### src/rtl/instr_encoder_pkg.sv
// Shared definitions for the MIPS instruction encoder and the control decoder.
// Holds the opcode and funct constants, the field-bundle kind/funct encodings,
// the loader state enum and the field-to-word encode function.
package instr_encoder_pkg;

   // Opcodes recognised by the single-cycle control decoder
   localparam logic [5:0] OP_RTYPE = 6'b000000;
   localparam logic [5:0] OP_LW    = 6'b100011;
   localparam logic [5:0] OP_SW    = 6'b101011;
   localparam logic [5:0] OP_BEQ   = 6'b000100;
   localparam logic [5:0] OP_LUI   = 6'b001111;

   // R-type funct field values
   localparam logic [5:0] FUNCT_ADD = 6'b100000;
   localparam logic [5:0] FUNCT_SUB = 6'b100010;
   localparam logic [5:0] FUNCT_AND = 6'b100100;
   localparam logic [5:0] FUNCT_OR  = 6'b100101;
   localparam logic [5:0] FUNCT_SLT = 6'b101010;

   localparam int unsigned FIFO_DEPTH = 4;
   localparam int unsigned CNT_W      = $clog2(FIFO_DEPTH + 1);

   typedef enum logic [2:0] {
      KindR   = 3'd0,
      KindLw  = 3'd1,
      KindSw  = 3'd2,
      KindBeq = 3'd3,
      KindLui = 3'd4
   } kind_e;

   typedef enum logic [2:0] {
      FnAdd = 3'd0,
      FnSub = 3'd1,
      FnAnd = 3'd2,
      FnOr  = 3'd3,
      FnSlt = 3'd4
   } funct_e;

   typedef enum logic [1:0] {
      StIdle  = 2'd0,
      StRun   = 2'd1,
      StDrain = 2'd2
   } state_e;

   typedef struct packed {
      logic        legal;
      logic [31:0] word;
   } enc_t;

   // Builds the instruction word; legal=0 for unknown kinds or R functs.
   function automatic enc_t encode(input logic [2:0]  kind,
                                   input logic [2:0]  funct,
                                   input logic [4:0]  rs,
                                   input logic [4:0]  rt,
                                   input logic [4:0]  rd,
                                   input logic [15:0] imm);
      enc_t       e;
      logic [5:0] fn6;
      e.legal = 1'b1;
      e.word  = '0;
      fn6     = '0;
      case (kind)
         KindR: begin
            case (funct)
               FnAdd:   fn6 = FUNCT_ADD;
               FnSub:   fn6 = FUNCT_SUB;
               FnAnd:   fn6 = FUNCT_AND;
               FnOr:    fn6 = FUNCT_OR;
               FnSlt:   fn6 = FUNCT_SLT;
               default: e.legal = 1'b0;
            endcase
            e.word = {OP_RTYPE, rs, rt, rd, 5'b00000, fn6};
         end
         KindLw:  e.word = {OP_LW, rs, rt, imm};
         KindSw:  e.word = {OP_SW, rs, rt, imm};
         KindBeq: e.word = {OP_BEQ, rs, rt, imm};
         KindLui: e.word = {OP_LUI, 5'b00000, rt, imm};
         default: e.legal = 1'b0;
      endcase
      return e;
   endfunction

endpackage

### src/rtl/instr_encoder_if.sv
// Bus bundle for the instruction encoder.
//   in_*  : decoded field bundle with valid/ready handshake (source -> encoder)
//   mem_* : instruction-memory write port with ready backpressure (encoder -> memory)
// Modport master is the program-source / memory side; slave is the encoder.
interface instr_encoder_if #(
   parameter int unsigned ADDR_W = 8
);
   logic              in_valid;
   logic              in_ready;
   logic [2:0]        in_kind;
   logic [2:0]        in_funct;
   logic [4:0]        in_rs;
   logic [4:0]        in_rt;
   logic [4:0]        in_rd;
   logic [15:0]       in_imm;
   logic              in_last;

   logic              mem_we;
   logic              mem_ready;
   logic [ADDR_W-1:0] mem_addr;
   logic [31:0]       mem_wdata;

   modport master (
      output in_valid, in_kind, in_funct, in_rs, in_rt, in_rd, in_imm, in_last, mem_ready,
      input  in_ready, mem_we, mem_addr, mem_wdata
   );

   modport slave (
      input  in_valid, in_kind, in_funct, in_rs, in_rt, in_rd, in_imm, in_last, mem_ready,
      output in_ready, mem_we, mem_addr, mem_wdata
   );
endinterface

### src/rtl/instr_encoder_sync_fifo.sv
// Synchronous FIFO with occupancy count.
//   clk, rst : clock, synchronous active-high reset
//   push/wdata : write (ignored when full)
//   pop/rdata  : read; rdata is the head entry, valid while count != 0
//   count, empty : occupancy
// DEPTH must be a power of two so the pointers wrap naturally.
module sync_fifo #(
   parameter int unsigned WIDTH = 32,
   parameter int unsigned DEPTH = 4,
   localparam int unsigned PTR_W = $clog2(DEPTH),
   localparam int unsigned CNT_W = $clog2(DEPTH + 1)
) (
   input  logic             clk,
   input  logic             rst,
   input  logic             push,
   input  logic [WIDTH-1:0] wdata,
   input  logic             pop,
   output logic [WIDTH-1:0] rdata,
   output logic [CNT_W-1:0] count,
   output logic             empty
);

   logic [WIDTH-1:0] mem_q [DEPTH];
   logic [PTR_W-1:0] wr_ptr_q, rd_ptr_q;
   logic [CNT_W-1:0] count_q, count_d;
   logic             full, do_push, do_pop;

   assign full    = (count_q == CNT_W'(DEPTH));
   assign empty   = (count_q == '0);
   assign do_push = push && !full;
   assign do_pop  = pop && !empty;
   assign rdata   = mem_q[rd_ptr_q];
   assign count   = count_q;

   always_comb begin
      count_d = count_q;
      case ({do_push, do_pop})
         2'b10:   count_d = count_q + CNT_W'(1);
         2'b01:   count_d = count_q - CNT_W'(1);
         default: count_d = count_q;
      endcase
   end

   always_ff @(posedge clk) begin
      if (rst) begin
         wr_ptr_q <= '0;
         rd_ptr_q <= '0;
         count_q  <= '0;
         for (int i = 0; i < int'(DEPTH); i++) mem_q[i] <= '0;
      end else begin
         count_q <= count_d;
         if (do_push) begin
            mem_q[wr_ptr_q] <= wdata;
            wr_ptr_q        <= wr_ptr_q + PTR_W'(1);
         end
         if (do_pop) rd_ptr_q <= rd_ptr_q + PTR_W'(1);
      end
   end

endmodule

### src/rtl/instr_encoder.sv
// Streaming MIPS instruction encoder / program loader.
// Encodes decoded field bundles into 32-bit words, queues them in a 4-entry FIFO
// and writes them to consecutive instruction-memory word addresses.
//   clk, rst  : clock, synchronous active-high reset
//   start     : begin a session (IDLE only); base_addr latched as write pointer
//   bus       : field-bundle handshake and memory write port (slave modport)
//   err       : one-cycle pulse, illegal bundle dropped
//   done      : one-cycle pulse, session fully written (first IDLE cycle)
//   busy      : session in progress
module instr_encoder
   import instr_encoder_pkg::*;
#(
   parameter int unsigned ADDR_W = 8
) (
   input  logic              clk,
   input  logic              rst,
   input  logic              start,
   input  logic [ADDR_W-1:0] base_addr,
   instr_encoder_if.slave    bus,
   output logic              err,
   output logic              done,
   output logic              busy
);

   state_e            state_q, state_d;
   logic [ADDR_W-1:0] wptr_q, wptr_d;
   logic              err_q, err_d;
   logic              done_q, done_d;

   enc_t              enc;
   logic              accept, push, pop;
   logic [31:0]       fifo_rdata;
   logic [CNT_W-1:0]  fifo_count;
   logic              fifo_empty;

   assign enc = encode(bus.in_kind, bus.in_funct, bus.in_rs, bus.in_rt, bus.in_rd, bus.in_imm);

   assign bus.in_ready  = (state_q == StRun) && (fifo_count < CNT_W'(FIFO_DEPTH));
   assign accept        = bus.in_valid && bus.in_ready;
   // Illegal bundles complete the handshake but never enter the FIFO
   assign push          = accept && enc.legal;
   assign bus.mem_we    = !fifo_empty && (state_q != StIdle);
   assign pop           = bus.mem_we && bus.mem_ready;
   assign bus.mem_addr  = wptr_q;
   assign bus.mem_wdata = fifo_rdata;

   assign err  = err_q;
   assign done = done_q;
   assign busy = (state_q != StIdle);

   sync_fifo #(
      .WIDTH (32),
      .DEPTH (FIFO_DEPTH)
   ) u_fifo (
      .clk   (clk),
      .rst   (rst),
      .push  (push),
      .wdata (enc.word),
      .pop   (pop),
      .rdata (fifo_rdata),
      .count (fifo_count),
      .empty (fifo_empty)
   );

   always_comb begin
      state_d = state_q;
      wptr_d  = wptr_q;
      done_d  = 1'b0;
      err_d   = accept && !enc.legal;
      if (pop) wptr_d = wptr_q + ADDR_W'(1);
      unique case (state_q)
         StIdle: begin
            if (start) begin
               state_d = StRun;
               wptr_d  = base_addr;
            end
         end
         StRun: begin
            if (accept && bus.in_last) state_d = StDrain;
         end
         StDrain: begin
            if (fifo_empty) begin
               state_d = StIdle;
               done_d  = 1'b1;
            end
         end
         default: state_d = StIdle;
      endcase
   end

   always_ff @(posedge clk) begin
      if (rst) begin
         state_q <= StIdle;
         wptr_q  <= '0;
         err_q   <= 1'b0;
         done_q  <= 1'b0;
      end else begin
         state_q <= state_d;
         wptr_q  <= wptr_d;
         err_q   <= err_d;
         done_q  <= done_d;
      end
   end

endmodule

### src/flat_wrapper.sv
// flat-port wrapper written by rule: the top's interface ports become plain ports
module instr_encoder_flat import instr_encoder_pkg::*;
#(
   parameter int unsigned ADDR_W = 8
)
  (clk, rst, start, base_addr, err, done, busy, bus_in_valid, bus_in_kind, bus_in_funct, bus_in_rs, bus_in_rt, bus_in_rd, bus_in_imm, bus_in_last, bus_mem_ready, bus_in_ready, bus_mem_we, bus_mem_addr, bus_mem_wdata);
  instr_encoder_if #(.ADDR_W(ADDR_W)) bus_i ();
  input  logic clk;
  input  logic rst;
  input  logic start;
  input  logic [ADDR_W-1:0] base_addr;
  output logic err;
  output logic done;
  output logic busy;
  input wire logic [$bits(bus_i.in_valid)-1:0] bus_in_valid;
  input wire logic [$bits(bus_i.in_kind)-1:0] bus_in_kind;
  input wire logic [$bits(bus_i.in_funct)-1:0] bus_in_funct;
  input wire logic [$bits(bus_i.in_rs)-1:0] bus_in_rs;
  input wire logic [$bits(bus_i.in_rt)-1:0] bus_in_rt;
  input wire logic [$bits(bus_i.in_rd)-1:0] bus_in_rd;
  input wire logic [$bits(bus_i.in_imm)-1:0] bus_in_imm;
  input wire logic [$bits(bus_i.in_last)-1:0] bus_in_last;
  input wire logic [$bits(bus_i.mem_ready)-1:0] bus_mem_ready;
  output wire logic [$bits(bus_i.in_ready)-1:0] bus_in_ready;
  output wire logic [$bits(bus_i.mem_we)-1:0] bus_mem_we;
  output wire logic [$bits(bus_i.mem_addr)-1:0] bus_mem_addr;
  output wire logic [$bits(bus_i.mem_wdata)-1:0] bus_mem_wdata;
  assign bus_i.in_valid = bus_in_valid;
  assign bus_i.in_kind = bus_in_kind;
  assign bus_i.in_funct = bus_in_funct;
  assign bus_i.in_rs = bus_in_rs;
  assign bus_i.in_rt = bus_in_rt;
  assign bus_i.in_rd = bus_in_rd;
  assign bus_i.in_imm = bus_in_imm;
  assign bus_i.in_last = bus_in_last;
  assign bus_i.mem_ready = bus_mem_ready;
  assign bus_in_ready = bus_i.in_ready;
  assign bus_mem_we = bus_i.mem_we;
  assign bus_mem_addr = bus_i.mem_addr;
  assign bus_mem_wdata = bus_i.mem_wdata;
  instr_encoder #(.ADDR_W(ADDR_W)) u_core (.clk(clk), .rst(rst), .start(start), .base_addr(base_addr), .bus(bus_i), .err(err), .done(done), .busy(busy));
endmodule
### config.mk
export PLATFORM = sky130hd
export DESIGN_NAME = instr_encoder_flat
export DESIGN_NICKNAME = d
export VERILOG_FILES = /design/src/rtl/instr_encoder_pkg.sv /design/src/rtl/instr_encoder_if.sv /design/src/rtl/instr_encoder_sync_fifo.sv /design/src/rtl/instr_encoder.sv /design/src/flat_wrapper.sv
export SDC_FILE = /design/constraint.sdc
export NUM_CORES = 1
export LEC_CHECK = 0
export CAP_MARGIN = 20
export CORE_UTILIZATION = 49
export DETAILED_ROUTE_END_ITERATION = 12
export GPL_TIMING_DRIVEN = 0
export PLACE_DENSITY_LB_ADDON = 0.3
export SYNTH_ARGS = -nofsm -noshare
export SYNTH_HDL_FRONTEND = slang
export SYNTH_SLANG_ARGS = --single-unit
export TNS_END_PERCENT = 100
### constraint.sdc
create_clock -name clk -period 4.8 [get_ports clk]
set_clock_uncertainty 0.15 [all_clocks]
set_input_delay 1.2 -clock clk [delete_from_list [all_inputs] [get_ports clk]]
set_output_delay 1.2 -clock clk [all_outputs]
set_load 0.02 [all_outputs]
==> reports/qor.yml, run 1 <==
run_status:
  outcome: "finished clean"
synth:
  synthFlopType: "edfxtp_1"
  async_flop_share_pct: 0
  ys_ff_latch: 141
  synth_edf_count: 120
  synth_nets: 534
  syn_area_um2: 6330
  ys_seq_area_share_pct: 63.6
  post_synth.cell_area_avg_um2: 13.2
  ys_warn_count: 0
  syn_inst: 480
  synth_cell_types: 48
grt:
  grt-ovfl-total: 0
  use_met1_pct: 27.3
  antenna_found_initial: 0
  top_usage_layer: "met2"
  grt_usage_pct: 23.2
  grt_max_degree: 31
  grt_pass1_vias: 4460
  grt_util_met2_pct: 41.4
  grtUsageMet3_pct: 4.18
  grt_pass1_wl_mm: 22.5
timing:
  setup_viol: 0
  whs_ns: 0.380
  min_period_ns: 3.93
  rsz0062_at_grt: "no"
  finalCritPeriodShare_pct: 81.8
  timing.fmax_ghz: 0.255
  tightestPinTransition_ns: 0.890
  slew_headroom_pct: 40.5
  fin_ws_ns: 0.873
  finalMaxSlewViolations: 0
  hold_violations: 0
drt:
  drt-initial-drc-count: 368
  viasPerCell: 5.47
  drt_first_pass_iters: 5
  wl_per_cell_um: 18.5
  drc: 0
  wl_mm: 14.4
  ant_nets: 0
  vias: 4244
power:
  clkPwrFrac_pct: 44.8
  netSwitchingPower_uw: 671
  power_leakage_nw: 2.94
  pwr-share-comb_pct: 9.1
  ir_drop_mv: 0.258
  switching_share_pct: 22.1
  seq_power_share_pct: 46.2
  power_density_nw_per_um2: 373
  p_int_mw: 2.36
clocking:
  clkLatencyLatePin_ns: 0.41
  cts_buffer_depth: 2
  numCtsBuffers: 17
  cts_resized: 0
  path_clk_slew_ns: 0.06
  clock_sink_count: 141
  cts_hold_buf: 0
  h-tree-depth: 4
  cts_root_buf: "clkbuf_16"
  cts_tree: "done"
  post_cts_buffers: 0
setup_path:
  rr_startpoint: "u_core.state_q[0]"
  cp_max_fo: 7
  endpoint_kind: "flip-flop"
  crit_path_start_kind: "input pin"
  ff2ff_setup_slack_ns: 1.87
  crit_path_start: "bus_in_kind[2]"
  r2r-end: "u_core.u_fifo.mem_q[2][11]"
  ff2ff_path_depth: 6
  crit_type: "in -> reg"
  cp.arrival_ns: 4.11
  worstPathRequired_ns: 4.98
place:
  place_area_um2: 7490
  gp_congestion: 0.793
  dpl.cell_count: 744
  dp_slack_ns: 0.450
  dp_hpwl_mm: 9.16
  io_buffer_count: 91
min_path:
  hold_path.class: "reg -> reg"
  whs_path_depth: 2
  holdPathEnd: "u_core.u_fifo.rd_ptr_q[1]"
  hold_path.startpoint: "u_core.u_fifo.rd_ptr_q[1]"
finish:
  stdcell_count: 776
  mostFrequentLayoutCell: "nor2_1"
  drive_gt1_share_pct: 14.7
  nets: 645
  antenna_cells: 0
  regArea_um2: 4020
  final_cell_mix: "123 x nor2_1, 120 x edfxtp_1, 91 x clkdlybuf4s50_1"
  stdcell_area_um2: 8120
  num-fill-cells: 980
  syn_to_final_growth_pct: 28.4
  multi_input_area_um2: 2140
die:
  dieWidth_um: 116
  rows: 41
  initial_core_util_pct: 50.1
  dieArea_um2: 13400
  die_h_um: 116
  coreArea_um2: 12600
  ios: 96
job:
  max_cap_violations: 0
## cell families (layout without fill, tap and decap cells)
logic type	Yosys count	in the layout	share of synthesized area, %
buffers and inverters	39	163	2.95
and+or+nand+nor	207	207	14.8
xor gates and xnor gates	16	16	2.21
DFF	141	141	63.6
AOI/OAI and AO/OA	37	37	4.01
adders and majority gates	3	3	0.712
other	1	1	0.0593
muxes	36	36	11.6
## metrics by stage
step | utilization [%] | TNS (ns) | power (mW)
detailed placement | 59.4 | 0 | 1.70
global route | 64.4 | 0 | 3.12
global placement | 59.1 | -61.87 | 1.69
CTS | 64.4 | 0 | 3.05
finish | 64.4 | 0 | 3.03
floorplan | - | 0 | 1.57
## sequential cells by signal, indices dropped and copies added (netlist names), named ones only
register and cells:
u_core.err 1, u_core.done 1, u_core.u_fifo.rd_ptr_q 2, u_core.u_fifo.count 3
u_core.u_fifo.wr_ptr_q 2, u_core.bus.mem_addr 8, u_core.u_fifo.mem_q 120, u_core.state_q 2
## power by group through the flow
stage	Clock (mW)	Sequential, mW	Combinational (mW)
6_report	1.36	1.40	0.275
2_1_floorplan	0	1.43	0.141
4_1_cts	1.37	1.40	0.277
3_5_place_dp	0	1.42	0.275
3_3_place_gp	0	1.42	0.269
5_1_grt	1.42	1.40	0.295
## final cells by class
class	count	area share, %
sequential	141	49.5
inverter	14	0.647
buffer	25	1.65
multi-input combinational	300	26.3
timing repair buffer	92	11.5
clock inverter	9	1.09
clock buffer	23	6.68
tap	172	2.65
## how the worst max path moves through the flow
stage	to	slack [ns]	depth (start not counted)
after detailed placement	u_core.u_fifo.count[2]	0.45	10
final	u_core.u_fifo.count[2]	0.87	10
after CTS	u_core.u_fifo.count[2]	0.89	10
after global routing	u_core.u_fifo.count[2]	0.73	10
after global placement	u_core.u_fifo.mem_q[3][24]	-2.06	4
after floorplan	u_core.u_fifo.mem_q[3][0]	0.20	4
## layer usage
layer	vias to the layer above	wire (um)
met2	191	7440
li1	1971	-
met4	0	331
met3	28	878
met5	-	0
met1	2054	5710
## critical path: stages
cell and delay, ns:
clkdlybuf4s50_1 0.50, or3_1 0.34, clkbuf_2 0.17, o211ai_1 0.47, ha_1 0.29, inv_1 0.07, fa_1 0.44, xor2_1 0.16
or3_1 0.31, a21oi_1 0.16
## synthesized netlist by cell type (2+ instances only)
cell      number  area (um2)
edfxtp_1     120        3600
mux4_2        30         676
or3_1          5        31.3
ha_1           2        25.0
xor2_1        10        87.6
buf_4          7        52.6
and3_1         7        43.8
inv_1         13        48.8
and2_1        19         119
nor3_1         6        30.0
dfxtp_1       21         420
nor2b_1        4        25.0
nand3_1        6        30.0
a21oi_1        9        45.0
mux2i_1        5        50.1
nor2_1       123         462
a31oi_1        6        37.5
nor4b_1        2        17.5
xnor2_1        6        52.6
nand2_1       23        86.3
buf_2         10        50.1
o21ai_0        6        30.0
clkbuf_1       6        22.5
nand4_1        3        18.8
o21a_1         2        15.0
a211oi_1       7        52.6
(Power assumes the default switching activity.)
==> run 2: changes to the inputs <==
CORE_UTILIZATION = 54   (was 49)
clock period = 3.65 ns   (was 4.8 ns; I/O delays follow)
==> run 2 against run 1 <==
Against the previous run:
- clock power grew 28%
- power grew 30%
- routed wire length shrank 0.20%
- first-iteration DRC count grew 0.27%
- critical path depth shrank 7
- final area shrank 0.51%
- count of clock-buffer cells in the layout grew 6
- sequential power grew 31%
- cell count shrank 3.5%
- global-route usage grew 2.1 points
- critical path type is now reg -> out
- critical endpoint is now bus_mem_wdata[31]
==> reports/qor.yml, run 2 (synthesized netlist as in run 1, its figures left out) <==
drt:
  viasPerCell: 5.74  # +5.0%
  vias: 4303  # +1.4%
  wl_per_cell_um: 19.1  # +3.4%
  wl_mm: 14.3  # -0.20%
  drc: 0  # unchanged
  drt_first_pass_iters: 5  # unchanged
  ant_nets: 0  # unchanged
  drt-initial-drc-count: 369  # +0.27%
setup_path:
  crit_family: "buffers and inverters"
  cp_max_fo: 10  # +3
  worstPathRequired_ns: 2.59  # -2.39 ns
  cpMaxStageDelayCell: "clkbuf_1"
  worstPathCellList: "clkbuf_1, mux4_2, clkdlybuf4s50_1"
  crit_type: "reg -> out"
  endpoint_kind: "primary output"
  rr_startpoint: "u_core.state_q[0]"
  crit_buf_inv: 2  # -1
  cp.arrival_ns: 2.40  # -1.71 ns
  crit_path_start_kind: "flip-flop"
  critPathMaxStageDelay_ns: 0.63  # +0.13 ns
grt:
  antenna_found_initial: 0  # unchanged
  grt-ovfl-total: 0  # unchanged
  grt_usage_pct: 25.4  # +2.1 points
  grt_pass1_wl_mm: 21.9  # -2.6%
  grt_max_degree: 31  # unchanged
  grt_pass1_vias: 4250  # -4.7%
finish:
  syn_to_final_growth_pct: 27.7
  largest_reg_flops: 120  # unchanged
  stdcell_area_um2: 8080  # -0.51%
  drive_gt1_share_pct: 14.4  # -0.38 points
  stdcell_count: 749  # -3.5%
  top_register: "u_core.u_fifo.mem_q"
  mostFrequentLayoutCell: "nor2_1"
  antenna_cells: 0  # unchanged
  nets: 647  # +0.31%
  final_cell_mix: "123 x nor2_1, 120 x edfxtp_1, 91 x clkdlybuf4s50_1"
  num-fill-cells: 812  # -17%
  final_util_pct: 70.8  # +6.4 points
timing:
  hold_violations: 0  # unchanged
  whs_ns: 0.391  # +0.0105 ns
  rsz0062_at_grt: "no"
  slew_headroom_pct: 41.2  # +0.73 points
  timing.fmax_ghz: 0.289
  setup_viol: 0  # unchanged
  finalCritPeriodShare_pct: 94.9
  finalMaxSlewViolations: 0  # unchanged
  min_period_ns: 3.46
  tightestPinTransition_ns: 0.879  # -0.0110 ns
clocking:
  cts_hold_buf: 0  # unchanged
  cts_buffer_depth: 2  # unchanged
  cts_root_buf: "clkbuf_16"
  post_cts_buffers: 0  # unchanged
  cts_resized: 0  # unchanged
  numCtsBuffers: 17  # unchanged
  h-tree-depth: 4  # unchanged
  path_clk_slew_ns: 0.06  # about the same
  clock_sink_count: 141  # unchanged
  clkLatencyLatePin_ns: 0.42  # about the same
  cts_tree: "done"
die:
  ios: 96  # unchanged
  coreArea_um2: 11400  # -9.5%
  rows: 39  # -4.9%
  dieArea_um2: 12200  # -9.1%
  dieWidth_um: 110  # -4.7%
  die_h_um: 110  # -4.7%
  initial_core_util_pct: 55.4  # +5.3 points
place:
  place_area_um2: 7460  # -0.48%
  dpl.cell_count: 715  # -3.9%
  dp_hpwl_mm: 9.03  # -1.4%
  gp_congestion: 0.807  # +1.8%
  io_buffer_count: 91  # unchanged
power:
  total_power_mw: 3.94  # +30%
  power_leakage_nw: 2.94  # -0.14%
  ir_drop_mv: 0.392  # +52%
  power_density_nw_per_um2: 488  # +31%
min_path:
  hold_path.class: "reg -> reg"
  hold_path.startpoint: "u_core.u_fifo.rd_ptr_q[1]"
run_status:
  outcome: "finished clean"
job:
  max_cap_violations: 0  # unchanged
[run 2: cell types whose count changed in the layout (fill, tap and decap cells not counted), sizes merged]
| cell | previous run | this run |
|---|---|---|
| bufinv | 1 | 0 |
| buf | 19 | 21 |
| clkbuf | 30 | 36 |
| inv | 18 | 13 |
[run 2: layer usage]
layer | part of all wire (%) | GRT usage, % | vias to the layer above
met3 | 7.9 | 6.70 | 27
met5 | 0 | 0 | -
li1 | - | - | 1974
met2 | 52 | 43.7 | 201
met4 | 2.0 | 10.6 | 0
met1 | 38 | 30.2 | 2101
[run 2: cell type report]
class / instances / area [um2] / share of cell area, %
clock buffers: 29 / 597 / 7.38
well taps: 143 / 179 / 2.21
repair buffers: 94 / 946 / 11.7
plain buffers: 25 / 134 / 1.66
flip-flops and latches: 141 / 4020 / 49.8
multi-input cells: 300 / 2140 / 26.4
inverters: 14 / 52.6 / 0.650
clock inverters: 3 / 15.0 / 0.186
[run 2: worst register-to-register path: cells and delay by family, from the launching register on]
family                 cells  cell delay [ns]
AND/OR/NAND/NOR            4             1.60
flip-flops                 1             0.45
buffers and inverters      2             0.37
[run 2: worst paths after layout]
path,to,slack [ns],cells after the start
worst min register to register,u_core.u_fifo.rd_ptr_q[1],0.39,2
worst min-delay path,u_core.u_fifo.rd_ptr_q[1],0.39,2
worst max-delay path,bus_mem_wdata[31],0.19,3
worst max register to register,u_core.u_fifo.mem_q[2][19],0.69,6
[run 2: metrics by stage]
step,TNS [ns],setup WS (ns)
after CTS,0,0.0926
after global routing,0,0.0872
after floorplan,0,0.150
final,0,0.187
after global placement,-94.97,-1.42
after detailed placement,-9.71,-0.341
[run 2: where the power goes]
group	switching, mW	total [mW]	internal (mW)
logic	0.196	0.364	0.168
clock network	0.628	1.74	1.11
registers	0.0304	1.84	1.81
==> run 3: changes to the inputs <==
CORE_MARGIN = 4   (was unset)
==> run 3 against run 2 <==
Against the previous run:
- setup slack lost 0.036 ns
- global-route usage is 3.2 points lower
- power down 2.2%
- critical path depth up 1
- register-to-register slack about the same
- critical path type unchanged
- largest cell class unchanged
==> reports/qor.yml, run 3 (synthesized netlist as in run 1, its figures left out) <==
run_status:
  outcome: "finished clean"
drt:
  drt_first_pass_iters: 5  # unchanged
  ant_nets: 0  # unchanged
  vias: 4263  # -0.93%
  wl_mm: 14.1  # -1.3%
  wl_per_cell_um: 19.0  # -0.75%
  drt-initial-drc-count: 323  # -12%
  drc: 0  # unchanged
  viasPerCell: 5.72  # -0.40%
min_path:
  hold_path.startpoint: "u_core.u_fifo.wr_ptr_q[1]"
  whs_path_depth: 2  # unchanged
  hold_path.class: "reg -> reg"
  holdPathEnd: "u_core.u_fifo.wr_ptr_q[1]"
setup_path:
  cp.arrival_ns: 2.44  # +0.04 ns
  endpoint_kind: "primary output"
  worstPathRequired_ns: 2.59  # about the same
  critPathMaxStageDelay_ns: 0.55  # -0.08 ns
  cpMaxStageDelayCell: "clkdlybuf4s50_1"
  worstPathCellList: "clkbuf_1, mux4_2, buf_4, clkdlybuf4s50_1"
  r2r-end: "u_core.u_fifo.mem_q[2][12]"
  ff2ff_setup_slack_ns: 0.69  # about the same
  crit_path_start_kind: "flip-flop"
  rr_startpoint: "u_core.state_q[0]"
  cp_max_fo: 10  # unchanged
  crit_type: "reg -> out"
  ff2ff_path_depth: 6  # unchanged
timing:
  slew_headroom_pct: 41.8  # +0.58 points
  hold_violations: 0  # unchanged
  timing.fmax_ghz: 0.286  # -1.0%
  finalCritPeriodShare_pct: 95.8  # +0.97 points
  finalMaxSlewViolations: 0  # unchanged
  tightestPinTransition_ns: 0.870  # -0.00871 ns
  setup_viol: 0  # unchanged
  rsz0062_at_grt: "no"
  min_period_ns: 3.50  # +0.0355 ns
  whs_ns: 0.388  # -0.00340 ns
grt:
  grt_pass1_vias: 4412  # +3.8%
  grt_usage_pct: 22.1  # -3.2 points
  grt_pass1_wl_mm: 22.0  # +0.66%
  grt_max_degree: 31  # unchanged
  antenna_found_initial: 0  # unchanged
  grt-ovfl-total: 0  # unchanged
place:
  gp_congestion: 0.874  # +8.2%
  io_buffer_count: 91  # unchanged
  dp_hpwl_mm: 9.04  # +0.12%
  dpl.cell_count: 715  # unchanged
clocking:
  path_clk_slew_ns: 0.06  # about the same
  cts_buffer_depth: 2  # unchanged
  h-tree-depth: 4  # unchanged
  clkLatencyLatePin_ns: 0.41  # about the same
  numCtsBuffers: 17  # unchanged
  cts_hold_buf: 0  # unchanged
  cts_tree: "done"
  clock_sink_count: 141  # unchanged
  cts_root_buf: "clkbuf_16"
die:
  ios: 96  # unchanged
  dieWidth_um: 116  # +5.4%
  initial_core_util_pct: 55.2  # -0.24 points
  rows: 39  # unchanged
  die_h_um: 116  # +5.4%
  dieArea_um2: 13500  # +11%
  coreArea_um2: 11500  # +0.43%
power:
  ir_drop_mv: 0.303  # -23%
  power_leakage_nw: 2.90  # -1.3%
  power_density_nw_per_um2: 481  # -1.4%
finish:
  mostFrequentLayoutCell: "nor2_1"
  antenna_cells: 0  # unchanged
  stdcell_count: 745  # -0.53%
  top_register: "u_core.u_fifo.mem_q"
  drive_gt1_share_pct: 13.6  # -0.74 points
  syn_to_final_growth_pct: 26.8
  nets: 646  # -0.15%
  largest_reg_flops: 120  # unchanged
  final_cell_mix: "123 x nor2_1, 120 x edfxtp_1, 91 x clkdlybuf4s50_1"
job:
  max_cap_violations: 0  # unchanged
## run 3: area by class of cell
| type | instances | area, um2 |
|---|---|---|
| repair buffers | 93 | 938 |
| plain buffers | 25 | 134 |
| multi-input cells | 300 | 2140 |
| clock buffers | 20 | 437 |
| flip-flops and latches | 141 | 4020 |
| fillers | 786 | 3440 |
| well taps | 143 | 179 |
| clock inverters | 9 | 123 |
| inverters | 14 | 52.6 |
## run 3: worst max-delay path, delay by kind of cell, from the launching register on
kind / cells / cell delay (ns)
buffers and inverters: 3 / 1.24
multiplexers: 1 / 0.43
flip-flops: 1 / 0.35
## run 3: repair_timing
item	in CTS	in global routing
gates resized for setup	0	0
endpoints found under the setup margin	0	1
setup buffers	0	1
## run 3: stage by stage
| step | TNS [ns] | total power, mW | setup slack (ns) | instance area, um2 | utilization, % |
|---|---|---|---|---|---|
| after floorplan | 0 | 2.06 | 0.150 | 6330 | - |
| after global placement | -97.55 | 2.22 | -1.44 | 7420 | 64.7 |
| after detailed placement | -11.51 | 2.23 | -0.296 | 7460 | 65.0 |
| after CTS | 0 | 3.88 | 0.118 | 8020 | 69.9 |
| after global routing | 0 | 3.99 | 0.0649 | 8020 | 70.0 |
| final | 0 | 3.86 | 0.151 | 8020 | 70.0 |
## run 3: worst max path at each step
stage,startpoint,end,cells after the start
detailed placement,bus_in_kind[2],u_core.u_fifo.count[2],10
floorplan,bus_in_kind[1],u_core.u_fifo.mem_q[3][0],4
global route,flip-flop,bus_mem_wdata[27],4
global placement,bus_in_funct[1],u_core.u_fifo.mem_q[3][24],4
CTS,bus_in_kind[2],u_core.u_fifo.count[2],10
finish,flip-flop,bus_mem_wdata[27],4
## run 3: layer usage
| layer | wire length (um) | global-route usage (%) |
|---|---|---|
| met5 | 0 | 0 |
| met4 | 310 | 7.97 |
| met3 | 992 | 5.13 |
| met2 | 7380 | 38.9 |
| met1 | 5460 | 26.7 |
## run 3: power breakdown
group	switching [mW]	internal, mW	leakage [nW]
sequential	0.0281	1.81	1.41
combinational	0.194	0.168	1.21
clock	0.601	1.05	0.268
